===== src/rtl/ps2_pkg.sv =====
// ---------------------------------------------------------------------------
// ps2_pkg
// Shared definitions for the PS/2 key controller:
//   - ps2_state_e : scan-code parser states
//   - PS2_*       : scan-code byte constants
//   - is_flush_code() : true for BAT / keyboard error bytes that drop all keys
// ---------------------------------------------------------------------------
package ps2_pkg;

  typedef enum logic [1:0] {
    ST_IDLE    = 2'd0,
    ST_EXT     = 2'd1,
    ST_BRK     = 2'd2,
    ST_EXT_BRK = 2'd3
  } ps2_state_e;

  localparam logic [7:0] PS2_EXT    = 8'hE0;
  localparam logic [7:0] PS2_BRK    = 8'hF0;
  localparam logic [7:0] PS2_SPACE  = 8'h29;
  localparam logic [7:0] PS2_UP     = 8'h75;
  localparam logic [7:0] PS2_DOWN   = 8'h72;
  localparam logic [7:0] PS2_ENTER  = 8'h5A;
  localparam logic [7:0] PS2_BAT    = 8'hAA;
  localparam logic [7:0] PS2_ERR_FC = 8'hFC;
  localparam logic [7:0] PS2_ERR_FF = 8'hFF;

  // A keyboard self-test or error report means we no longer know which keys are down.
  function automatic logic is_flush_code(input logic [7:0] code);
    return (code == PS2_BAT) || (code == PS2_ERR_FC) || (code == PS2_ERR_FF);
  endfunction

endpackage


===== src/rtl/ps2_timeout_ctr.sv =====
// ---------------------------------------------------------------------------
// ps2_timeout_ctr
// Idle-cycle counter with synchronous clear and count enable. tc is high
// while the count equals LIMIT-1; the count holds there until cleared.
// Ports:
//   clk    : system clock
//   resetN : asynchronous active-low reset (count -> 0)
//   clear  : synchronous clear, dominates enable
//   enable : count one per cycle while high
//   tc     : terminal count reached
// ---------------------------------------------------------------------------
module ps2_timeout_ctr #(
  parameter int unsigned LIMIT = 50000
) (
  input  logic clk,
  input  logic resetN,
  input  logic clear,
  input  logic enable,
  output logic tc
);

  localparam int unsigned   CW   = (LIMIT > 1) ? $clog2(LIMIT) : 1;
  localparam logic [CW-1:0] LAST = CW'(LIMIT - 1);

  logic [CW-1:0] cnt_r;

  assign tc = (cnt_r == LAST);

  // Idle-cycle count: clear on request, advance while enabled, saturate at LAST.
  always_ff @(posedge clk or negedge resetN) begin
    if (!resetN) begin
      cnt_r <= {CW{1'b0}};
    end else if (clear) begin
      cnt_r <= {CW{1'b0}};
    end else if (enable && !tc) begin
      cnt_r <= cnt_r + CW'(1);
    end else begin
      cnt_r <= cnt_r;
    end
  end

endmodule


===== src/rtl/ps2_key_controller.sv =====
// ---------------------------------------------------------------------------
// ps2_key_controller
// Parses PS/2 set-2 scan-code bytes into game controls.
// Ports:
//   clk         : system clock, all state on rising edge
//   resetN      : asynchronous active-low reset
//   rx_valid    : one-cycle strobe, rx_data carries a received byte
//   rx_data     : received scan-code byte
//   rx_error    : one-cycle strobe, receiver framing/parity error
//   jump_pulse  : one-cycle pulse on a fresh Space or Up make
//   duck_held   : high while Down is held
//   start_pulse : one-cycle pulse on a fresh Enter make
//   seq_error   : one-cycle pulse on rx_error, timeout or illegal prefix
// All outputs are registered and update one cycle after the final byte.
// ---------------------------------------------------------------------------
module ps2_key_controller
  import ps2_pkg::*;
#(
  parameter int unsigned TIMEOUT_CYCLES = 50000
) (
  input  logic       clk,
  input  logic       resetN,
  input  logic       rx_valid,
  input  logic [7:0] rx_data,
  input  logic       rx_error,
  output logic       jump_pulse,
  output logic       duck_held,
  output logic       start_pulse,
  output logic       seq_error
);

  ps2_state_e state_r;
  logic       space_held_r, up_held_r, down_held_r, enter_held_r;

  logic byte_ok_s, is_ext_s, is_brk_s, is_prefix_s;
  logic mk_space_s, mk_up_s, mk_down_s, mk_enter_s;
  logic bk_space_s, bk_up_s, bk_down_s, bk_enter_s;
  logic flush_s, illegal_s, timeout_s, abort_s, tmo_tc_s;
  logic space_nxt_s, up_nxt_s, down_nxt_s, enter_nxt_s;

  // A byte arriving together with rx_error is discarded.
  assign byte_ok_s   = rx_valid & ~rx_error;
  assign is_ext_s    = (rx_data == PS2_EXT);
  assign is_brk_s    = (rx_data == PS2_BRK);
  assign is_prefix_s = is_ext_s | is_brk_s;

  ps2_timeout_ctr #(
    .LIMIT (TIMEOUT_CYCLES)
  ) u_timeout (
    .clk    (clk),
    .resetN (resetN),
    .clear  (rx_valid | rx_error | (state_r == ST_IDLE)),
    .enable (state_r != ST_IDLE),
    .tc     (tmo_tc_s)
  );

  // Classify the current byte against the parser state into make/break/flush events.
  always_comb begin
    mk_space_s = 1'b0;
    mk_up_s    = 1'b0;
    mk_down_s  = 1'b0;
    mk_enter_s = 1'b0;
    bk_space_s = 1'b0;
    bk_up_s    = 1'b0;
    bk_down_s  = 1'b0;
    bk_enter_s = 1'b0;
    flush_s    = 1'b0;
    illegal_s  = 1'b0;
    if (byte_ok_s) begin
      case (state_r)
        ST_IDLE: begin
          if (!is_prefix_s) begin
            mk_space_s = (rx_data == PS2_SPACE);
            mk_enter_s = (rx_data == PS2_ENTER);
            flush_s    = is_flush_code(rx_data);
          end else begin
            illegal_s = 1'b0;
          end
        end
        ST_EXT: begin
          if (is_ext_s) begin
            illegal_s = 1'b1;
          end else if (!is_brk_s) begin
            mk_up_s   = (rx_data == PS2_UP);
            mk_down_s = (rx_data == PS2_DOWN);
          end else begin
            illegal_s = 1'b0;
          end
        end
        ST_BRK: begin
          if (is_prefix_s) begin
            illegal_s = 1'b1;
          end else begin
            bk_space_s = (rx_data == PS2_SPACE);
            bk_enter_s = (rx_data == PS2_ENTER);
          end
        end
        ST_EXT_BRK: begin
          if (is_prefix_s) begin
            illegal_s = 1'b1;
          end else begin
            bk_up_s   = (rx_data == PS2_UP);
            bk_down_s = (rx_data == PS2_DOWN);
          end
        end
        default: begin
          illegal_s = 1'b0;
        end
      endcase
    end else begin
      illegal_s = 1'b0;
    end
  end

  // Timeout only counts when no byte or error is competing for this cycle.
  assign timeout_s = tmo_tc_s & ~rx_valid & ~rx_error & (state_r != ST_IDLE);
  assign abort_s   = rx_error | illegal_s | timeout_s;

  // Next value of each held flag: flush beats make, make beats break.
  always_comb begin
    space_nxt_s = space_held_r;
    up_nxt_s    = up_held_r;
    down_nxt_s  = down_held_r;
    enter_nxt_s = enter_held_r;
    if (flush_s) begin
      space_nxt_s = 1'b0;
      up_nxt_s    = 1'b0;
      down_nxt_s  = 1'b0;
      enter_nxt_s = 1'b0;
    end else begin
      space_nxt_s = mk_space_s | (space_held_r & ~bk_space_s);
      up_nxt_s    = mk_up_s    | (up_held_r    & ~bk_up_s);
      down_nxt_s  = mk_down_s  | (down_held_r  & ~bk_down_s);
      enter_nxt_s = mk_enter_s | (enter_held_r & ~bk_enter_s);
    end
  end

  // Parser FSM, held-key flags and registered outputs.
  always_ff @(posedge clk or negedge resetN) begin
    if (!resetN) begin
      state_r      <= ST_IDLE;
      space_held_r <= 1'b0;
      up_held_r    <= 1'b0;
      down_held_r  <= 1'b0;
      enter_held_r <= 1'b0;
      jump_pulse   <= 1'b0;
      duck_held    <= 1'b0;
      start_pulse  <= 1'b0;
      seq_error    <= 1'b0;
    end else begin
      space_held_r <= space_nxt_s;
      up_held_r    <= up_nxt_s;
      down_held_r  <= down_nxt_s;
      enter_held_r <= enter_nxt_s;
      duck_held    <= down_nxt_s;
      // Pulse only on the first make; typematic repeats see the flag already set.
      jump_pulse   <= (mk_space_s | mk_up_s) & ~space_held_r & ~up_held_r;
      start_pulse  <= mk_enter_s & ~enter_held_r;
      seq_error    <= abort_s;
      if (abort_s) begin
        state_r <= ST_IDLE;
      end else if (byte_ok_s) begin
        case (state_r)
          ST_IDLE: begin
            if (is_ext_s) begin
              state_r <= ST_EXT;
            end else if (is_brk_s) begin
              state_r <= ST_BRK;
            end else begin
              state_r <= ST_IDLE;
            end
          end
          ST_EXT: begin
            if (is_brk_s) begin
              state_r <= ST_EXT_BRK;
            end else begin
              state_r <= ST_IDLE;
            end
          end
          ST_BRK:     state_r <= ST_IDLE;
          ST_EXT_BRK: state_r <= ST_IDLE;
          default:    state_r <= ST_IDLE;
        endcase
      end else begin
        state_r <= state_r;
      end
    end
  end

endmodule


===== config.mk =====
export PLATFORM = sky130hd
export DESIGN_NAME = ps2_key_controller
export DESIGN_NICKNAME = d
export VERILOG_FILES = /design/src/rtl/ps2_pkg.sv /design/src/rtl/ps2_timeout_ctr.sv /design/src/rtl/ps2_key_controller.sv
export SDC_FILE = /design/constraint.sdc
export NUM_CORES = 1
export LEC_CHECK = 0
export BUFFER_PORTS_ARGS = -buffer_cell sky130_fd_sc_hd__buf_2
export CELL_PAD_IN_SITES_DETAIL_PLACEMENT = 0
export CELL_PAD_IN_SITES_GLOBAL_PLACEMENT = 1
export CORE_UTILIZATION = 47
export DETAILED_ROUTE_END_ITERATION = 8
export PLACE_DENSITY_LB_ADDON = 0.1
export SYNTH_ARGS = -nofsm -noshare
export SYNTH_HDL_FRONTEND = slang
export SYNTH_SLANG_ARGS = --single-unit

===== constraint.sdc =====
create_clock -name clk -period 4.88 [get_ports clk]
set_clock_uncertainty 0.05 [all_clocks]
set_input_delay 0.244 -clock clk [delete_from_list [all_inputs] [get_ports clk]]
set_output_delay 0.244 -clock clk [all_outputs]
set_load 0.05 [all_outputs]

======== Yosys cells after proc, flatten, opt, wreduce, memory -nomap -nowiden ========
Index checks and enable logic that the tools add are counted.
storage, ports and cells
  bits in registers ....................... 25
  output and inout bits ................... 4
  logic and storage cells ................. 105
operators by class
  add/subtract/negate cells ............... 1
  eq/ne operators ......................... 13
  muxes and demuxes ....................... 43
  bitwise gates (word level) .............. 30
  reduce and logical (&&, ||, !) cells .... 9
operator list
  operator                                                         number
  8-bit == test, second input constant                             5
  1-bit 2-to-1 mux                                                 34
  16-bit 2-to-1 mux                                                2
  8-bit by 7-bit == test with 1-bit output, second input constant  3
  16-bit by 1-bit adder with 16-bit output, second input constant  1
  16-bit == test, second input constant                            1
  1-bit AND                                                        11
  2-bit 2-to-1 mux                                                 5
  1-bit OR                                                         10
  1-bit NOT                                                        9
  8-bit by 6-bit == test with 1-bit output, second input constant  1
  2-bit one-hot mux with 3 select lines                            1
  2-bit nonzero test                                               3
  2-bit == test, second input constant                             2
  1-bit one-hot mux with 3 select lines                            1
  2-bit by 1-bit == test with 1-bit output, second input constant  1
  2-bit zero test                                                  1
  1-bit logical OR                                                 2
  2-bit OR reduction                                               1
  1-bit logical AND                                                1
  1-bit zero test                                                  1

======== Longest topological paths before layout ========
Gate-level depths: netlist (run 1).
  depth in word-level cells ............... 9
  mapped depth ............................ 5
  mapped depth without buffers ............ 5

======== By module ========
A second synthesis (run 1) with hierarchy kept.
unflattened totals
  cells, all modules ...................... 152
  area, all modules ....................... 1496.4 um^2
modules (own cells, without submodules)
  module              instances  cells an instance  area an instance (um^2)  sequential area each (um^2)
  ps2_timeout_ctr     1          88                 892.1                    400.4
  ps2_key_controller  1          64                 604.3                    225.2

======== Worst setup path before layout (run 1) ========
No wires, ideal clock.
  path type ............................... reg-to-reg
  from .................................... reg u_timeout.cnt_r[4]
  to ...................................... reg u_timeout.cnt_r[1]
  arrival ................................. 1.598 ns
  data required time ...................... 4.698 ns
  path slack .............................. 3.100 ns
  cell stages (with the launch flop) ...... 5
  path buffers ............................ 0
  period minus slack after synthesis ...... 1.780 ns
  cell sequence ........................... dfrtp_1 > or4b_1 > nor4_4 > mux2i_1 > nor2_1
on the way
  cells in the longest elaborated chain, start to end .. 4
RTL lines
  element                       RTL line               source
  from (decl)                   ps2_timeout_ctr.sv:25  logic [CW-1:0] cnt_r;
  from (signal assigned)        ps2_timeout_ctr.sv:32  cnt_r <= {CW{1'b0}};
  from (signal assigned)        ps2_timeout_ctr.sv:34  cnt_r <= {CW{1'b0}};
  from (signal assigned)        ps2_timeout_ctr.sv:36  cnt_r <= cnt_r + CW'(1);
  16-bit == test                ps2_timeout_ctr.sv:27  assign tc = (cnt_r == LAST);
  1-bit zero test               ps2_timeout_ctr.sv:35  end else if (enable && !tc) begin
  1-bit logical AND             ps2_timeout_ctr.sv:35
  2-bit nonzero test (no line)  --
Every way passes these cells.
A chain may end at the register's enable or synchronous reset.

======== Final worst setup path (run 1) ========
Ends and elaborated chain as after synthesis.

==> results of run 1 <==
-- worst min path at each step --
stage	slack [ps]	depth (start not counted)	endpoint
final	100	2	start_pulse
after global routing	100	2	start_pulse
after CTS	90	2	start_pulse
after detailed placement	220	1	state_r[1]
after global placement	210	1	state_r[1]
after floorplan	-100	0	down_held_r
-- routing by layer --
| layer | vias up | part of all wire, % | global-route usage (%) |
|---|---|---|---|
| met5 | - | 0 | 0 |
| met4 | 0 | 0.66 | 6.27 |
| met2 | 12 | 43 | 27.9 |
| met3 | 2 | 3.2 | 2.33 |
| met1 | 547 | 53 | 30.8 |
| li1 | 551 | - | - |
-- per-stage QoR --
step                      hold WS [ps]  cells  power, mW  utilization, %
after global routing              98.5    191      0.340            54.7
after floorplan                   -102    142      0.222               -
after detailed placement           221    186      0.236            53.4
after global placement             211    186      0.236            53.4
after CTS                         89.5    191      0.328            54.7
final                              105    191      0.322            54.7
-- state kept, by name (all words and copies together), names as in the netlist --
signal,cells
start_pulse,1
seq_error,1
enter_held_r,1
down_held_r,1
up_held_r,1
state_r,2
jump_pulse,1
space_held_r,1
u_timeout.cnt_r,16
-- cells by family after synthesis --
group	count (synthesis)	share of synthesized area (%)
multiplexers	5	3.66
adder cells (fa/ha/maj)	1	0.916
flip-flops	25	45.8
XOR/XNOR	10	6.41
buffers and inverters	9	2.47
AND/OR/NAND/NOR	73	32.8
AO/OA/AOI/OAI	19	7.97
-- placed cells by master (no fill, tap or decap), types with 2 or more instances in the layout --
cell type and n:
nor4b_1 2, nor4bb_1 2, or3_1 7, dfrtp_1 25
inv_1 7, nand4bb_1 2, a21oi_1 7, nand2_1 8
nand4_1 7, nor2_1 19, nor4_1 4, o21ai_0 7
mux2i_1 5, nor2b_1 2, xnor2_1 9, clkbuf_4 3
nor3b_1 3, nand3_1 4, nor3_1 3, buf_2 15
-- power by group through the flow --
| stage | clock network [mW] | registers [mW] | logic, mW |
|---|---|---|---|
| global placement | 0 | 0.213 | 0.0229 |
| floorplan | 0 | 0.214 | 0.00760 |
| global route | 0.104 | 0.209 | 0.0271 |
| detailed placement | 0 | 0.213 | 0.0233 |
| CTS | 0.0951 | 0.209 | 0.0239 |
| finish | 0.0891 | 0.209 | 0.0238 |
-- worst max-delay path, cell delays in order (launching register included) --
cell     delay [ps]
dfrtp_1         440
or4b_1          580
nor4_4          480
mux2i_1         240
nor2_1           50
-- layout make-up --
class                      count  area share [%]
multi-input combinational    108            46.8
inverter                       7            1.74
timing repair buffer          16            5.64
tap                           31            2.57
clock buffer                   4            1.74
sequential                    25            41.5
==> run metrics, run 1 <==
largest net degree at the start of global routing 26; crit path time final 1980 ps; hold_sp rx_data[5]; Yosys reg bits 25; clock slew at reported path FFs 130 ps; cell leakage power 0.604 nW; commonest cells in the netlist 25 x dfrtp_1, 19 x nor2_1, 9 x xnor2_1; library cells used by synthesis 36; CP max FO 10; Setup Total Neg Slack 0 ps; Sw Ratio 22.5%; Gates resized, CTS repair 0; vias per cell 5.82; kind of critical path reg2reg; path depth of the worst reg2reg path 4; Post-CTS Setup Repair Bufs 0; CTS Buf Count 3; clock buffer depth 2; H-tree depth 1; layout cells sized above 1 13.8%; Maximum Capacitance Violations 0; Mapped Area 1370 µm²; Rows 19; DRT Wirelength 2740 µm; grt total ovfl 0; startpoint types flip-flop; post-route clock period utilization 40.5%; Switching Power 72.5 µW; commonest register cell after synthesis dfrtp_1; synth warn 0; crit path capture u_timeout.cnt_r[1]; initial core utilization 49.5%; Seq pwr share 64.9%; Comb power frac 7.4%; diodes inserted 0; Rel. slew slack 21.7%; share of the synthesized area in the top cell type 45.8%; Worst R2R End u_timeout.cnt_r[1]; Syn Inst Count 142; Sink Count 25; Final nets 174; P per Cell Area 213 nW/µm²; top post-synthesis cells by area dfrtp_1 46%, xnor2_1 5.8%, nor2_1 5.2%; syn_nets 155; critical path launch point u_timeout.cnt_r[4]; Post-DP Area 1470 µm²; drc violations 0; pre-CTS setup slack 2880 ps; vias in the first global route 1,052; WL per Instance 14.4 µm; Tightest Pin Transition 1170 ps; CP arrival 2090 ps; outcome finished clean; R2R Setup Slk 2900 ps; Root Buffer clkbuf_4; Final HPWL DP 1990 µm; count leader, synth dfrtp_1; Die X-Extent 55.9 µm; CP Capture Type flip-flop; Final GP Congestion 0.857; GRT Util Overall 19.5%; ys async rst share 100%; Avg Inst Size Synth 9.62 µm²; Port Buffer Count 15; Reg area 626 µm²; vias 1,112; DRT iter0 DRCs 44; max-slew violation count 0; initial antenna violation count 0; clock latency at the later pin of the worst-skew pair 300 ps; Detailed Routing Iterations Pass 1 4; area of the multi-input gates 707 µm²; Clk network pwr share 27.7%; Post-DRT Antenna Nets 0; unrepaired setup endpoints after global routing no; CP required 4990 ps; Yosys top cell by area dfrtp_1; I/O pin count 16; Peak Freq 506 MHz; Die Height 55.9 µm; sequential fraction of the synthesis area 45.8%; EDFF count, synth 0; final instance area 1510 µm²; first-pass GRT wire length 4870 µm; area delta synth->final 10.4%; Pint 249 µW; Worst Slack Setup Final 2900 ps; Peak VDD IR 0.000145 V; final setup fails 0; Worst Hold Class in2reg; hold_buf cts 1; core area 2760 µm²; Final Hold Fails 0; CTS tree built; die area 3130 µm²; Fill cells 256; worst reg2reg startpoint u_timeout.cnt_r[4]
(Power assumes the default switching activity.)
==> run 2: changes to the inputs <==
Settings changed: ABC_AREA from default to 1, CORE_UTILIZATION 47 to 37.
Clock period 4.88 ns to 1.7 ns, I/O delays scaled along.
==> run 2 against run 1 <==
Clock power rose to 3.8 times the previous value. First-iteration DRC count rose by 73%. Synthesized cell count rose by 47%. Global-route usage fell by 2.4 points. Flip-flop and latch count did not move. Final cell count rose by 46%. Critical endpoint is now u_timeout.cnt_r[14]. Largest cell class unchanged.
==> run metrics, run 2 <==
Worst Slack Setup Final 170 ps (-2730 ps); max reg flops 16 (unchanged); Post-DRT Antenna Nets 0 (unchanged); Rel. slew slack 62.7% (+41 points); Yosys reg bits 25 (unchanged); clock latency at the later pin of the worst-skew pair 260 ps (-40 ps); commonest register cell after synthesis dfrtp_1; outcome finished clean; EDFF count, synth 0 (unchanged); Die X-Extent 65.2 µm (+17%); Mapped Area 1480 µm² (+8.1%); Post-CTS Setup Repair Bufs 0 (unchanged); largest net degree at the start of global routing 26 (unchanged); R2R Setup Slk 170 ps (-2730 ps); sequential fraction of the synthesis area 42.4% (-3.4 points); Final Hold Fails 0 (unchanged); Worst R2R End u_timeout.cnt_r[14]; CP arrival 1640 ps (-450 ps); vias 1,374 (+24%); DRT iter0 DRCs 76 (+73%); Peak VDD IR 0.000310 V (+110%); area delta synth->final 15.2%; vias per cell 4.92 (-15%); startpoint types flip-flop; Peak Freq 654 MHz (+29%); Rows 22 (+3); initial core utilization 39.4% (-10 points); diodes inserted 0 (unchanged); Fill cells 396 (+55%); CTS Buf Count 3 (unchanged); final setup fails 0 (unchanged); CTS tree built; cell leakage power 0.772 nW (+28%); path depth of the worst reg2reg path 7 (+3); post-route clock period utilization 90.0% (+49 points); hold_sp rx_valid; Maximum Capacitance Violations 0 (unchanged); GRT Util Overall 17.1% (-2.4 points); library cells used by synthesis 25 (-31%); Final HPWL DP 2490 µm (+25%); kind of critical path reg2reg; most common cell after layout, fill and taps aside nand2_1; CP max FO 5 (-5); Root Buffer clkbuf_8; synth warn 0 (unchanged); Tightest Pin Transition 559 ps (-608 ps); die area 4250 µm² (+36%); Port Buffer Count 15 (unchanged); crit path capture u_timeout.cnt_r[14]; syn_nets 222 (+43%); worst reg2reg startpoint u_timeout.cnt_r[1]; CP Capture Type flip-flop; clock buffer depth 2 (unchanged); Biggest register u_timeout.cnt_r; Final GP Congestion 0.759 (-11%); first-pass GRT wire length 5600 µm (+15%); Regs by FF count u_timeout.cnt_r x16, state_r x2; vias in the first global route 1,245 (+18%); commonest cells in the netlist 42 x nand2_1, 38 x nor2_1, 28 x inv_1; critical path launch point u_timeout.cnt_r[1]; clock slew at reported path FFs 80 ps (-50 ps); ys async rst share 100% (unchanged); WL per Instance 11.2 µm (-22%); max-slew violation count 0 (unchanged); drc violations 0 (unchanged); count leader, synth nand2_1; pre-CTS setup slack 53.2 ps (-2830 ps); P per Cell Area 600 nW/µm² (+180%); Yosys top cell by area dfrtp_1; fin util 45.4% (-9.3 points); final instance area 1700 µm² (+13%); crit path time final 1530 ps (-448 ps); initial antenna violation count 0 (unchanged); CP required 1810 ps (-3180 ps); I/O pin count 16 (unchanged); Avg Inst Size Synth 7.06 µm² (-27%); unrepaired setup endpoints after global routing no; top post-synthesis cells by area dfrtp_1 42%, nand2_1 11%, nor2_1 9.7%; Detailed Routing Iterations Pass 1 4 (unchanged); Worst Hold Class in2reg; Final nets 245 (+41%); share of the synthesized area in the top cell type 42.4% (-3.4 points); commonest cells after routing, fill and taps aside 42 x nand2_1, 37 x nor2_1, 28 x inv_1, 25 x dfrtp_1, 17 x nand3_1; Post-DP Area 1630 µm² (+10%); Die Height 65.2 µm (+17%); Syn Inst Count 209 (+47%); layout cells sized above 1 14.3% (+0.54 points); Setup Total Neg Slack 0 ps (unchanged); DRT Wirelength 3130 µm (+14%); Sink Count 25 (unchanged); core area 3740 µm² (+36%); grt total ovfl 0 (unchanged); H-tree depth 1 (unchanged)
run 2: cell families after synthesis:
logic type	share of synthesized area, %
AOI/OAI and AO/OA	11.8
adders and majority gates	0.847
buffers and inverters	8.14
DFF	42.4
and+or+nand+nor	36.9
run 2: critical path, cell delays in order (launching register included):
cell and delay (ps):
dfrtp_1 390, ha_1 230, nand3_2 140, nor2_4 190
nand3_1 110, nor2_1 140, a21oi_1 80, o21a_1 100
run 2: worst min path at each step:
stage / slack (ps) / endpoint / depth (start not counted)
after floorplan: -260 / down_held_r / 0
after global placement: 60 / enter_held_r / 1
after detailed placement: 60 / jump_pulse / 1
after CTS: 50 / state_r[0] / 3
after global routing: 80 / state_r[0] / 3
final: 70 / state_r[1] / 3
run 2: metrics by stage:
step / hold slack (ps) / std cells / power [mW]
after global placement: 56.9 / 274 / 0.685
after CTS: 51.2 / 279 / 1.04
after global routing: 77.2 / 279 / 1.08
after detailed placement: 62.0 / 274 / 0.688
after floorplan: -261 / 209 / 0.649
final: 74.6 / 279 / 1.02
run 2: final cells by class:
| class | instances | area [µm²] | area share [%] |
|---|---|---|---|
| clock buffer | 4 | 45.0 | 2.65 |
| multi-input combinational | 153 | 749 | 44.1 |
| sequential | 25 | 626 | 36.8 |
| tap | 48 | 60.1 | 3.53 |
| inverter | 30 | 113 | 6.62 |
| timing repair buffer | 19 | 108 | 6.33 |
run 2: per-layer routing:
layer  vias up  GRT usage, %  part of all wire, %
met3         4          3.13                  4.8
met4         0          4.89                  1.1
met5         -             0                    0
met1       616          25.7                   51
li1        727             -                    -
met2        27          24.9                   43
run 2: timing repair:
action                                  4_1_cts  5_1_grt
hold buffers                                  1        0
endpoints found under the setup margin        0       10
endpoints found under the hold margin        25        0
gates resized for setup                       0        4
run 2: report_power, final:
part | total (mW) | internal, mW | switching [mW] | leakage [nW]
logic | 0.0782 | 0.0237 | 0.0544 | 0.403
clock network | 0.343 | 0.167 | 0.175 | 0.0228
registers | 0.599 | 0.598 | 0.00160 | 0.347
total | 1.02 | 0.789 | 0.231 | 0.772
